[src/rtl/prewish5k_mask_arbiter.sv]
// Round-robin arbiter sharing the mentor's single mask-load port among four requesters.
// Each request is buffered, granted in turn, and followed by a programmable hold-off.
module prewish5k_mask_arbiter #(
    parameter int HOLD_BITS   = 16,
    parameter int HOLD_CYCLES = 1000,
    parameter int ALIVE_BITS  = 22
) (
    input  logic        CLK_I,
    input  logic        RST_I,
    input  logic [3:0]  STB_I,
    input  logic [31:0] DAT_I,
    output logic [3:0]  ACK_O,
    output logic [3:0]  OVR_O,
    output logic        STB_O,
    output logic [7:0]  DAT_O,
    output logic [1:0]  GNT_O,
    output logic        o_alive
);

    localparam logic [HOLD_BITS-1:0] HOLD_LOAD = HOLD_BITS'(HOLD_CYCLES);

    typedef enum logic [1:0] {
        IDLE,
        ISSUE,
        HOLD
    } state_t;

    state_t                 state;
    logic [3:0]             pend;
    logic [7:0]             mask_buf [4];
    logic [1:0]             ptr;
    logic [HOLD_BITS-1:0]   cnt;
    logic [ALIVE_BITS-1:0]  alive_cnt;

    logic                   grant_now;
    logic                   found;
    logic [1:0]             sel;
    logic [1:0]             cand;
    logic [3:0]             grant_vec;

    // Search starts just past the last winner, so the pointer's reset value of 3 favours requester 0.
    always_comb begin
        sel   = ptr;
        cand  = ptr;
        found = 1'b0;
        for (int i = 1; i <= 4; i++) begin
            cand = ptr + 2'(i);
            if (!found && pend[cand]) begin
                sel   = cand;
                found = 1'b1;
            end
        end
        grant_now = (state == IDLE) && (pend != 4'b0000);
        grant_vec = grant_now ? (4'b0001 << sel) : 4'b0000;
    end

    // A strobe landing on the granted requester re-arms pend without flagging an overrun.
    always_ff @(posedge CLK_I or negedge RST_I) begin
        if (!RST_I) begin
            pend  <= 4'b0000;
            OVR_O <= 4'b0000;
            for (int k = 0; k < 4; k++) begin
                mask_buf[k] <= 8'h00;
            end
        end else begin
            pend  <= (pend & ~grant_vec) | STB_I;
            OVR_O <= STB_I & pend & ~grant_vec;
            for (int k = 0; k < 4; k++) begin
                if (STB_I[k]) begin
                    mask_buf[k] <= DAT_I[8*k +: 8];
                end
            end
        end
    end

    always_ff @(posedge CLK_I or negedge RST_I) begin
        if (!RST_I) begin
            state <= IDLE;
            ptr   <= 2'd3;
            cnt   <= '0;
            STB_O <= 1'b0;
            ACK_O <= 4'b0000;
            DAT_O <= 8'h00;
            GNT_O <= 2'd0;
        end else begin
            STB_O <= 1'b0;
            ACK_O <= 4'b0000;
            case (state)
                IDLE: begin
                    if (grant_now) begin
                        DAT_O <= mask_buf[sel];
                        GNT_O <= sel;
                        ptr   <= sel;
                        STB_O <= 1'b1;
                        ACK_O <= grant_vec;
                        state <= ISSUE;
                    end
                end
                ISSUE: begin
                    if (HOLD_CYCLES == 0) begin
                        state <= IDLE;
                    end else begin
                        cnt   <= HOLD_LOAD;
                        state <= HOLD;
                    end
                end
                HOLD: begin
                    if (cnt <= 1) begin
                        state <= IDLE;
                    end else begin
                        cnt <= cnt - 1'b1;
                    end
                end
                default: state <= IDLE;
            endcase
        end
    end

    always_ff @(posedge CLK_I or negedge RST_I) begin
        if (!RST_I) begin
            alive_cnt <= '0;
        end else begin
            alive_cnt <= alive_cnt + 1'b1;
        end
    end

    assign o_alive = alive_cnt[ALIVE_BITS-1];

    // The ISSUE state always separates two grants, so the mentor strobe can never repeat back to back.
    a_no_back_to_back: assert property (@(posedge CLK_I) disable iff (!RST_I) STB_O |=> !STB_O);
    a_ack_with_stb:    assert property (@(posedge CLK_I) disable iff (!RST_I)
                                        (ACK_O != 4'b0000) |-> (STB_O && $onehot(ACK_O)));

endmodule
[config.mk]
export PLATFORM = sky130hd
export DESIGN_NAME = prewish5k_mask_arbiter
export DESIGN_NICKNAME = d
export VERILOG_FILES = /design/src/rtl/prewish5k_mask_arbiter.sv
export SDC_FILE = /design/constraint.sdc
export NUM_CORES = 1
export LEC_CHECK = 0
export BUFFER_PORTS_ARGS = -buffer_cell sky130_fd_sc_hd__buf_2
export CAP_MARGIN = 20
export CORE_AREA = 2 2 94 96
export DETAILED_ROUTE_END_ITERATION = 10
export DIE_AREA = 0 0 96 98
export PLACE_DENSITY = 0.67
export REMOVE_ABC_BUFFERS = 1
export SLEW_MARGIN = 30
export SYNTH_ARGS = -nofsm -noshare
export SYNTH_HDL_FRONTEND = slang
export SYNTH_SLANG_ARGS = --single-unit
export TNS_END_PERCENT = 1
[constraint.sdc]
create_clock -name CLK_I -period 3.05 [get_ports CLK_I]
set_input_delay 0.4575 -clock CLK_I [delete_from_list [all_inputs] [get_ports CLK_I]]
set_output_delay 0.4575 -clock CLK_I [all_outputs]
set_load 0.01 [all_outputs]
# After elaboration in Yosys (flattened, before gate mapping)
# Cells that the tools add are included.
[word_totals] reg_bits=97 in_bits=38
[classes] addsub=5 order_cmp=6 n_eq_ne=5 shift=1 mux=28 bitwise=6 reduce_logical=13
[ops] operator="$pmux 16 s2" count=1
[ops] operator="$add 22x1->22 const B" count=1
[ops] operator="$bmux 8 s2" count=1
[ops] operator="$le 16x1->1 const B" count=1
[ops] operator="$mux 16" count=1
[ops] operator="$mux 8" count=2
[ops] operator="$sub 16x1->16 const B" count=1
[ops] operator="$and 4x4->4" count=3
[ops] operator="$lt 2x3->1 const B" count=4
[ops] operator="$mux 2" count=6
[ops] operator="$mux 4" count=3
[ops] operator="$mux 1" count=9
[ops] operator="$bmux 1 s2" count=4
[ops] operator="$ne 2x2->1 const B" count=3
[ops] operator="$pmux 2 s3" count=1
[ops] operator="$reduce_and 2->1" count=3
[ops] operator="$add 2x2->2 const B" count=2
[ops] operator="$logic_and 1x1->1" count=4
[ops] operator="$not 4->4" count=1
[ops] operator="$or 4x4->4" count=1
[ops] operator="$reduce_bool 4->1" count=1
[ops] operator="$shl 1x2->4 const A" count=1
[ops] operator="$ge 3x3->1 const B" count=1
[ops] operator="$logic_not 1->1" count=3
[ops] operator="6 further kinds" count=6

# Logic depth before layout (Yosys ltp)
# Gate-level depths: netlist of the first run.
[depth] word_depth=18 depth_mapped=9 depth_no_buf=7

# Worst setup path after synthesis of the first run
# No wires, ideal clock.
[synth_path] path_type="flip-flop to flip-flop" start="register cnt[12]" end="register cnt[13]" setup_ps=110 arrival_time_ps=2036 required_time_ps=2940 slack_ps=904 stages_incl_launch_ff=7 path_buffers=1 cell_sequence="dfrtp_1 or4_4 or4_4 buf_6 o311ai_4 o311ai_1 o41ai_1"
[synth_between] elab_chain_len=3
[synth_rtl] item="start, declared" line="32" text="logic [HOLD_BITS-1:0] cnt;"
[synth_rtl] item="start signal, assigned" line="111" text="cnt <= cnt - 1'b1;"
[synth_rtl] item="$sub 16x1->16 / $le 16x1->1 (equally long branches)" line="111, 108"
[synth_rtl] item="$mux 16 / $ne 2x2->1 (equally long branches)"
[synth_rtl] item="$pmux 16 s2 / $reduce_and 2->1 (equally long branches)"
# Several ways; a longest one is shown, not always the timed one. The select of a mux whose other input is x is not followed.
# A chain may end at the register's enable or synchronous reset.

# Final worst setup path of the first run
[layout_path] start="register cnt[12]" end="register cnt[2]"
[layout_between] elab_chain_len=3
[layout_rtl] item="$le 16x1->1" line="108" text="if (cnt <= 1) begin"
[layout_rtl] item="$ne 2x2->1 (no line)"
[layout_rtl] item="$reduce_and 2->1 (no line)"
# No other way between the ends.

==> results of run 1 <==
[metal layers]
| metal | wire [um] | vias to the layer above | share of wire | global-route usage |
|---|---|---|---|---|
| met1 | 3720 | 1464 | 0.45 | 0.252 |
| met4 | 87 | 0 | 0.011 | 0.0516 |
| met2 | 4150 | 59 | 0.50 | 0.321 |
| met5 | 0 | - | 0 | 0 |
| met3 | 267 | 8 | 0.032 | 0.0471 |
| li1 | - | 1403 | - | - |
[through the flow]
stage	power [uW]	std cells
after floorplan	1490	346
after global placement	1580	514
after detailed placement	1590	514
after CTS	2500	529
after global routing	2580	530
final	2480	530
[layout make-up]
class	count	area share
Clock inverter	5	0.0165
Multi-Input combinational cell	238	0.349
Tap cell	108	0.0279
Timing Repair Buffer	61	0.0681
Sequential cell	97	0.501
Clock buffer	10	0.0284
Inverter	11	0.00852
[registers in the layout (all words and copies together) (netlist names)]
name,count
pend,4
state,2
GNT_O,2
STB_O,1
OVR_O,4
alive_cnt,22
mask_buf,32
ACK_O,4
ptr,2
DAT_O,8
cnt,16
[path summary, 6_finish.rpt]
check                                     end  slack (ns)
worst max-delay path                   cnt[2]        0.72
worst min-delay path                 ACK_O[0]        0.05
worst max register to register         cnt[2]        0.72
worst min register to register  alive_cnt[20]        0.48
max in group asynchronous              ptr[0]        2.29
min in group CLK_I               mask_buf[28]        0.32
[power groups by stage]
stage               combinational (uW)  sequential, uW  clock [uW]
floorplan                         90.9            1400           0
finish                             186            1370         916
detailed placement                 190            1400           0
CTS                                191            1370         938
global placement                   185            1400           0
global route                       210            1380         989
[layout by cell type (no fill, tap or decap), types with 6 or more instances in the layout]
master	instances
sky130_fd_sc_hd__dfrtp_1	95
sky130_fd_sc_hd__clkbuf_8	10
sky130_fd_sc_hd__nor3_1	8
sky130_fd_sc_hd__nor3b_1	8
sky130_fd_sc_hd__buf_2	56
sky130_fd_sc_hd__xnor2_1	13
sky130_fd_sc_hd__nand3_1	13
sky130_fd_sc_hd__nor2_1	32
sky130_fd_sc_hd__nand4_1	7
sky130_fd_sc_hd__o21ai_0	7
sky130_fd_sc_hd__mux2_2	32
sky130_fd_sc_hd__a211oi_1	16
sky130_fd_sc_hd__xor2_1	11
sky130_fd_sc_hd__nand2_1	19
sky130_fd_sc_hd__and3_1	6
sky130_fd_sc_hd__inv_1	11
sky130_fd_sc_hd__mux2i_1	10
[critical path: stages (launching register included)]
cell and delay, ns:
sky130_fd_sc_hd__dfrtp_1 0.44, sky130_fd_sc_hd__or4_4 0.57, sky130_fd_sc_hd__or4_4 0.56, sky130_fd_sc_hd__o21ai_2 0.41, sky130_fd_sc_hd__o211ai_1 0.13, sky130_fd_sc_hd__o31ai_1 0.11
[kinds of logic (layout without fill, tap and decap cells)]
logic type               after synthesis  count (layout)  synth area share
flip-flops                            97              97             0.574
multiplexers                          42              42             0.109
XOR/XNOR                              24              24            0.0497
adder cells (fa/ha/maj)                3               3           0.00887
AO/OA/AOI/OAI                         52              52            0.0890
AND/OR/NAND/NOR                      117             117             0.144
buffers and inverters                 25              87            0.0254
==> out/metrics.cfg, run 1 <==
[place]
gp_weighted_congestion=0.840
dp_worst_setup_slack_ns=0.763
port-buffer-count=57
post_dp_cell_area_sq_um=4620
detailedPlacementHpwl_um=5850

[worst_setup_path]
crit_start=cnt[12]
worstReg2RegStart=cnt[12]
critPathMaxFanout=11
reg2regPathDepth=5
timing_worst_setup_path_type=register to register
crit_path_start_kind=register
worstPathArrival_ns=2.58
crit_end_element=register
cp_data_required_time_ns=3.31

[synthesis]
async_flop_share=1.00
yosysMostFrequentCell=sky130_fd_sc_hd__dfrtp_1
yosysTopAreaCell=sky130_fd_sc_hd__dfrtp_1
syn_inst=360
fraction_of_synthesized_cell_area_taken_by_the_top_area_cell_type=0.562
synth_edf_count=0
synth_seq_area_share=0.574
ys_ff_latch=97
avg_inst_size_synth_sq_um=11.8
synth.cells.most_frequent=95 x sky130_fd_sc_hd__dfrtp_1, 32 x sky130_fd_sc_hd__mux2_2, 32 x sky130_fd_sc_hd__nor2_1
postSynth.topFlopCell=sky130_fd_sc_hd__dfrtp_1
yosysUniqueCellTypes=43
syn-cell-area_sq_um=4230
netlist_top_cells_area=sky130_fd_sc_hd__dfrtp_1 56%, sky130_fd_sc_hd__mux2_2 8.5%, sky130_fd_sc_hd__a211oi_1 2.8%, sky130_fd_sc_hd__nor2_1 2.8%, sky130_fd_sc_hd__xnor2_1 2.7%
synth-warning-count=0

[grt]
grt_antenna_before_repair=0
grt_start_max_net_pins=61
gr-usage-all-layers=0.193
global_route.overflow_total=0
grt_pass1_wl_um=14400
via_count_of_the_first_global_routing_pass=3029

[sta]
fmaxAchievable_mhz=430
slew_headroom=0.442
tightestPinTransition_ns=0.837
grt_setup_unrepaired=false
slew_violations=0
finalSetupViolCount=0
hold-worst-slack_ns=0.0530
post_route_skew_ns=0.00931
postLayoutSetupSlackWorst_ns=0.723
finalHoldViolations=0
min_period_over_period=0.763
post-route-min-period_ns=2.33
finalSetupTns_ns=0

[clock_tree]
post_cts_buffers=0
cts_max_level=3
hold_buf_cts=0
cts-buffers-inserted=9
cts_tree=built
post_cts.resized_instances=0
clock-root-buffer=sky130_fd_sc_hd__clkbuf_8
worstSkewPairLatency_ns=0.36
cts_buffer_depth=2
clk_transition_reported_paths_ns=0.09
clock_sink_count=97

[power_and_ir_drop]
clock_power_share=0.370
sw_frac_of_total=0.227
power.share.combinational=0.075
power_density_nw_per_um2=511
p_sw_uw=562
power_leakage_uw=0.00217
ir_worst_vdd_mv=0.369
seq_power_share=0.555
internal_power_contribution_uw=1910

[status]
status=finished, final reports clean

[floorplan]
floorplan.die.height_um=98
core_area_sq_um=8470
ioPinCount=58
chipWidth_um=96
fp.dieArea_sq_um=9410
fp-row-count=34
starting_density=0.500

[flow_run]
max_cap_viol_count=0

[final_layout]
insertedDiodeCount=0
multi_input_area_sq_um=1690
fillerInstances=711
drive_gt1_frac=0.280
fin_util=0.573
seq_area_sq_um=2430
finalInstanceArea_sq_um=4850
layout-area-overhead-vs-synth_pct=14.6
num-nets-final=459

[detailed_routing]
drt_iter0_drc=174
post_drt_via_cell_ratio=5.54
finalWirelength_um=8220
wl_per_cell_um=15.5
first_pass_iters=4
antenna_left=0
drc=0
vias=2934

[hold_path]
hold_class=primary input to asynchronous set/reset pin

Note: power is estimated with default switching activity, not from simulation.
==> run 2: changes to the inputs <==
Settings changed: ABC_AREA set to 1, CORE_AREA 2 2 94 96 to 2 2 97 99, DIE_AREA 0 0 96 98 to 0 0 99 101, PLACE_DENSITY 0.67 to 0.68.
Clock period 3.05 ns to 2.3 ns, I/O delays scaled along.
==> run 2 against run 1 <==
Net effect:
- area after synthesis is 8.6% higher
- register-to-register slack worse by 0.51 ns
- combinational power grew 3%
- clock power is 24% higher
- largest cell class unchanged
==> out/metrics.cfg, run 2 <==
[clock_tree]
clk_transition_reported_paths_ns=0.09  ; about the same
clock_sink_count=97  ; unchanged
cts-buffers-inserted=9  ; unchanged
cts_tree=built
worstSkewPairLatency_ns=0.37  ; about the same
cts_max_level=3  ; unchanged
cts_buffer_depth=2  ; unchanged
clock-root-buffer=sky130_fd_sc_hd__clkbuf_8

[detailed_routing]
vias=3795  ; +29%
met2_wl_um=4560  ; +9.9%
wl_per_cell_um=13.4  ; -14%
post_drt_via_cell_ratio=5.18  ; -6.3%
dr.max_layer_used=met4
drc=0  ; unchanged
finalWirelength_um=9780  ; +19%
antenna_left=0  ; unchanged
wl_met3_um=482  ; +81%
drt_iter0_drc=193  ; +11%
m1WireLength_um=4560  ; +22%
first_pass_iters=4  ; unchanged

[hold_path]
worst_hold_path.endpoint=mask_buf[24]
min_from=DAT_I[0]
hold_class=primary input to register
hold_depth=3

[sta]
grt_setup_unrepaired=false
post_route_skew_ns=0.00812  ; -0.00118 ns
post-route-min-period_ns=2.09  ; -0.235 ns
tightestPinTransition_ns=0.669  ; -0.168 ns
postLayoutSetupSlackWorst_ns=0.208  ; -0.515 ns
slew_violations=0  ; unchanged
slew_headroom=0.554  ; +0.112
hold-worst-slack_ns=0.168  ; +0.115 ns
finalSetupTns_ns=0  ; unchanged
min_period_over_period=0.910  ; +0.147
finalHoldViolations=0  ; unchanged
fmaxAchievable_mhz=478  ; +11%
finalSetupViolCount=0  ; unchanged

[floorplan]
floorplan.die.height_um=101  ; +3.1%
chipWidth_um=99  ; +3.1%
ioPinCount=58  ; unchanged
fp-row-count=35  ; +2.9%
fp.dieArea_sq_um=10000  ; +6.3%
starting_density=0.512  ; +0.0121
core_area_sq_um=8980  ; +6.0%

[final_layout]
largest_reg_flops=32  ; unchanged
top_register=mask_buf
fillerInstances=811  ; +14%
final_common_cell=sky130_fd_sc_hd__nand2_1
num-nets-final=658  ; +43%
final_cell_count_without_fillers=732  ; +38%
layout-area-overhead-vs-synth_pct=14.3
largest_registers=mask_buf (32), alive_cnt (22), cnt (16)
seq_area_sq_um=2430  ; unchanged
insertedDiodeCount=0  ; unchanged
final_cell_mix=208 x sky130_fd_sc_hd__nand2_1, 95 x sky130_fd_sc_hd__dfrtp_1, 73 x sky130_fd_sc_hd__nand3_1, 56 x sky130_fd_sc_hd__buf_2, 38 x sky130_fd_sc_hd__nor2_1
drive_gt1_frac=0.179  ; -0.101
multi_input_area_sq_um=1980  ; +17%

[place]
port-buffer-count=57  ; unchanged
dp_worst_setup_slack_ns=0.00889  ; -0.754 ns
detailedPlacementHpwl_um=7240  ; +24%
gp_weighted_congestion=0.911  ; +8.5%
post-place-cells=715  ; +39%

[worst_setup_path]
cp_data_required_time_ns=2.56  ; -0.75 ns
reg2regPathDepth=12  ; +7
r2r_slack_ns=0.21  ; -0.51 ns
worstReg2RegStart=ptr[0]
timing_worst_setup_path_type=register to register
critPathMaxFanout=17  ; +6
crit_path_start_kind=register
critical_path.reg2reg.endpoint=pend[3]
worstPathArrival_ns=2.35  ; -0.23 ns
crit_end_element=register

[synthesis]
avg_inst_size_synth_sq_um=8.34  ; -29%
synth.cells.most_frequent=208 x sky130_fd_sc_hd__nand2_1, 95 x sky130_fd_sc_hd__dfrtp_1, 73 x sky130_fd_sc_hd__nand3_1
synth-warning-count=0  ; unchanged
synth_seq_area_share=0.529  ; -0.0455
yosysUniqueCellTypes=37  ; -14%
ys_ff_latch=97  ; unchanged
syn_inst=551  ; +53%
syn-cell-area_sq_um=4590  ; +8.6%
yosysTopAreaCell=sky130_fd_sc_hd__dfrtp_1
netlist_top_cells_area=sky130_fd_sc_hd__dfrtp_1 52%, sky130_fd_sc_hd__nand2_1 17%, sky130_fd_sc_hd__nand3_1 8.0%, sky130_fd_sc_hd__xor2_1 3.6%, sky130_fd_sc_hd__nor2_1 3.2%
fraction_of_synthesized_cell_area_taken_by_the_top_area_cell_type=0.517  ; -0.0445
async_flop_share=1.00  ; unchanged
postSynth.topFlopCell=sky130_fd_sc_hd__dfrtp_1
yosysMostFrequentCell=sky130_fd_sc_hd__nand2_1
synth_edf_count=0  ; unchanged

[flow_run]
max_cap_viol_count=0  ; unchanged

[power_and_ir_drop]
power_leakage_uw=0.00272  ; +25%
power_density_nw_per_um2=595  ; +17%
ir_worst_vdd_mv=0.300  ; -19%
fin_total_pwr_uw=3130  ; +26%

[status]
status=finished, final reports clean

[grt]
gr-usage-all-layers=0.213  ; +0.0201
via_count_of_the_first_global_routing_pass=3636  ; +20%
grt_pass1_wl_um=17100  ; +19%
grt_start_max_net_pins=46  ; -25%
global_route.overflow_total=0  ; unchanged
grt_antenna_before_repair=0  ; unchanged

## run 2: layer usage
| metal | vias to the layer above | global-route usage |
|---|---|---|
| li1 | 1892 | - |
| met3 | 15 | 0.0347 |
| met5 | - | 0 |
| met2 | 107 | 0.332 |
| met4 | 0 | 0.0854 |
| met1 | 1781 | 0.300 |
## run 2: cell type report
cell class	count	area share
sequential	97	0.463
multi-input combinational	410	0.376
timing repair buffer	68	0.0734
clock buffer	11	0.0288
tap	111	0.0264
inverter	31	0.0222
clock inverter	4	0.0100
## run 2: how the worst max path moves through the flow
stage,endpoint,cells after the start,slack [ns],from
after detailed placement,pend[3],11,0.009,ptr[0]
after floorplan,pend[1],11,0.34,ptr[0]
after global routing,OVR_O[2],13,0.05,ptr[1]
after CTS,pend[3],11,0.003,ptr[0]
after global placement,pend[3],11,0.09,ptr[0]
final,pend[3],12,0.21,ptr[0]
## run 2: metrics by stage
step	area [sq um]	util
after floorplan	4510	-
after global placement	5020	0.559
after detailed placement	5020	0.559
after CTS	5240	0.583
after global routing	5250	0.585
final	5250	0.585
## run 2: timing repair
item | CTS | global route
endpoints found under the setup margin | 0 | 22
hold endpoints to repair | 33 | 0
hold buffers | 1 | 0
resized for setup | 0 | 1
setup buffers | 0 | 1
## run 2: power breakdown
part,internal [uW],switching [uW],total [uW]
Sequential,1760,35.5,1800
Clock,556,581,1140
Combinational,75.4,115,191
Total,2400,731,3130
## run 2: kinds of logic (layout without fill, tap and decap cells)
logic type / after synthesis / count (layout) / share of synthesized area
and+or+nand+nor: 358 / 358 / 0.342
DFF: 97 / 97 / 0.529
buffers and inverters: 44 / 114 / 0.0430
xor gates and xnor gates: 27 / 27 / 0.0515
AOI/OAI and AO/OA: 22 / 22 / 0.0270
adders and majority gates: 3 / 3 / 0.00817
## run 2: worst max-delay path, stage by stage (launching register included)
cell and delay, ns:
sky130_fd_sc_hd__dfstp_2 0.54, sky130_fd_sc_hd__buf_4 0.17, sky130_fd_sc_hd__nand2_1 0.10, sky130_fd_sc_hd__nand2_2 0.11
sky130_fd_sc_hd__nand2_1 0.08, sky130_fd_sc_hd__nand2_2 0.10, sky130_fd_sc_hd__nand2_1 0.11, sky130_fd_sc_hd__nand2_1 0.12
sky130_fd_sc_hd__nand2_4 0.14, sky130_fd_sc_hd__nand2_4 0.17, sky130_fd_sc_hd__nand2_4 0.10, sky130_fd_sc_hd__o21ai_2 0.18
sky130_fd_sc_hd__nand2_1 0.06
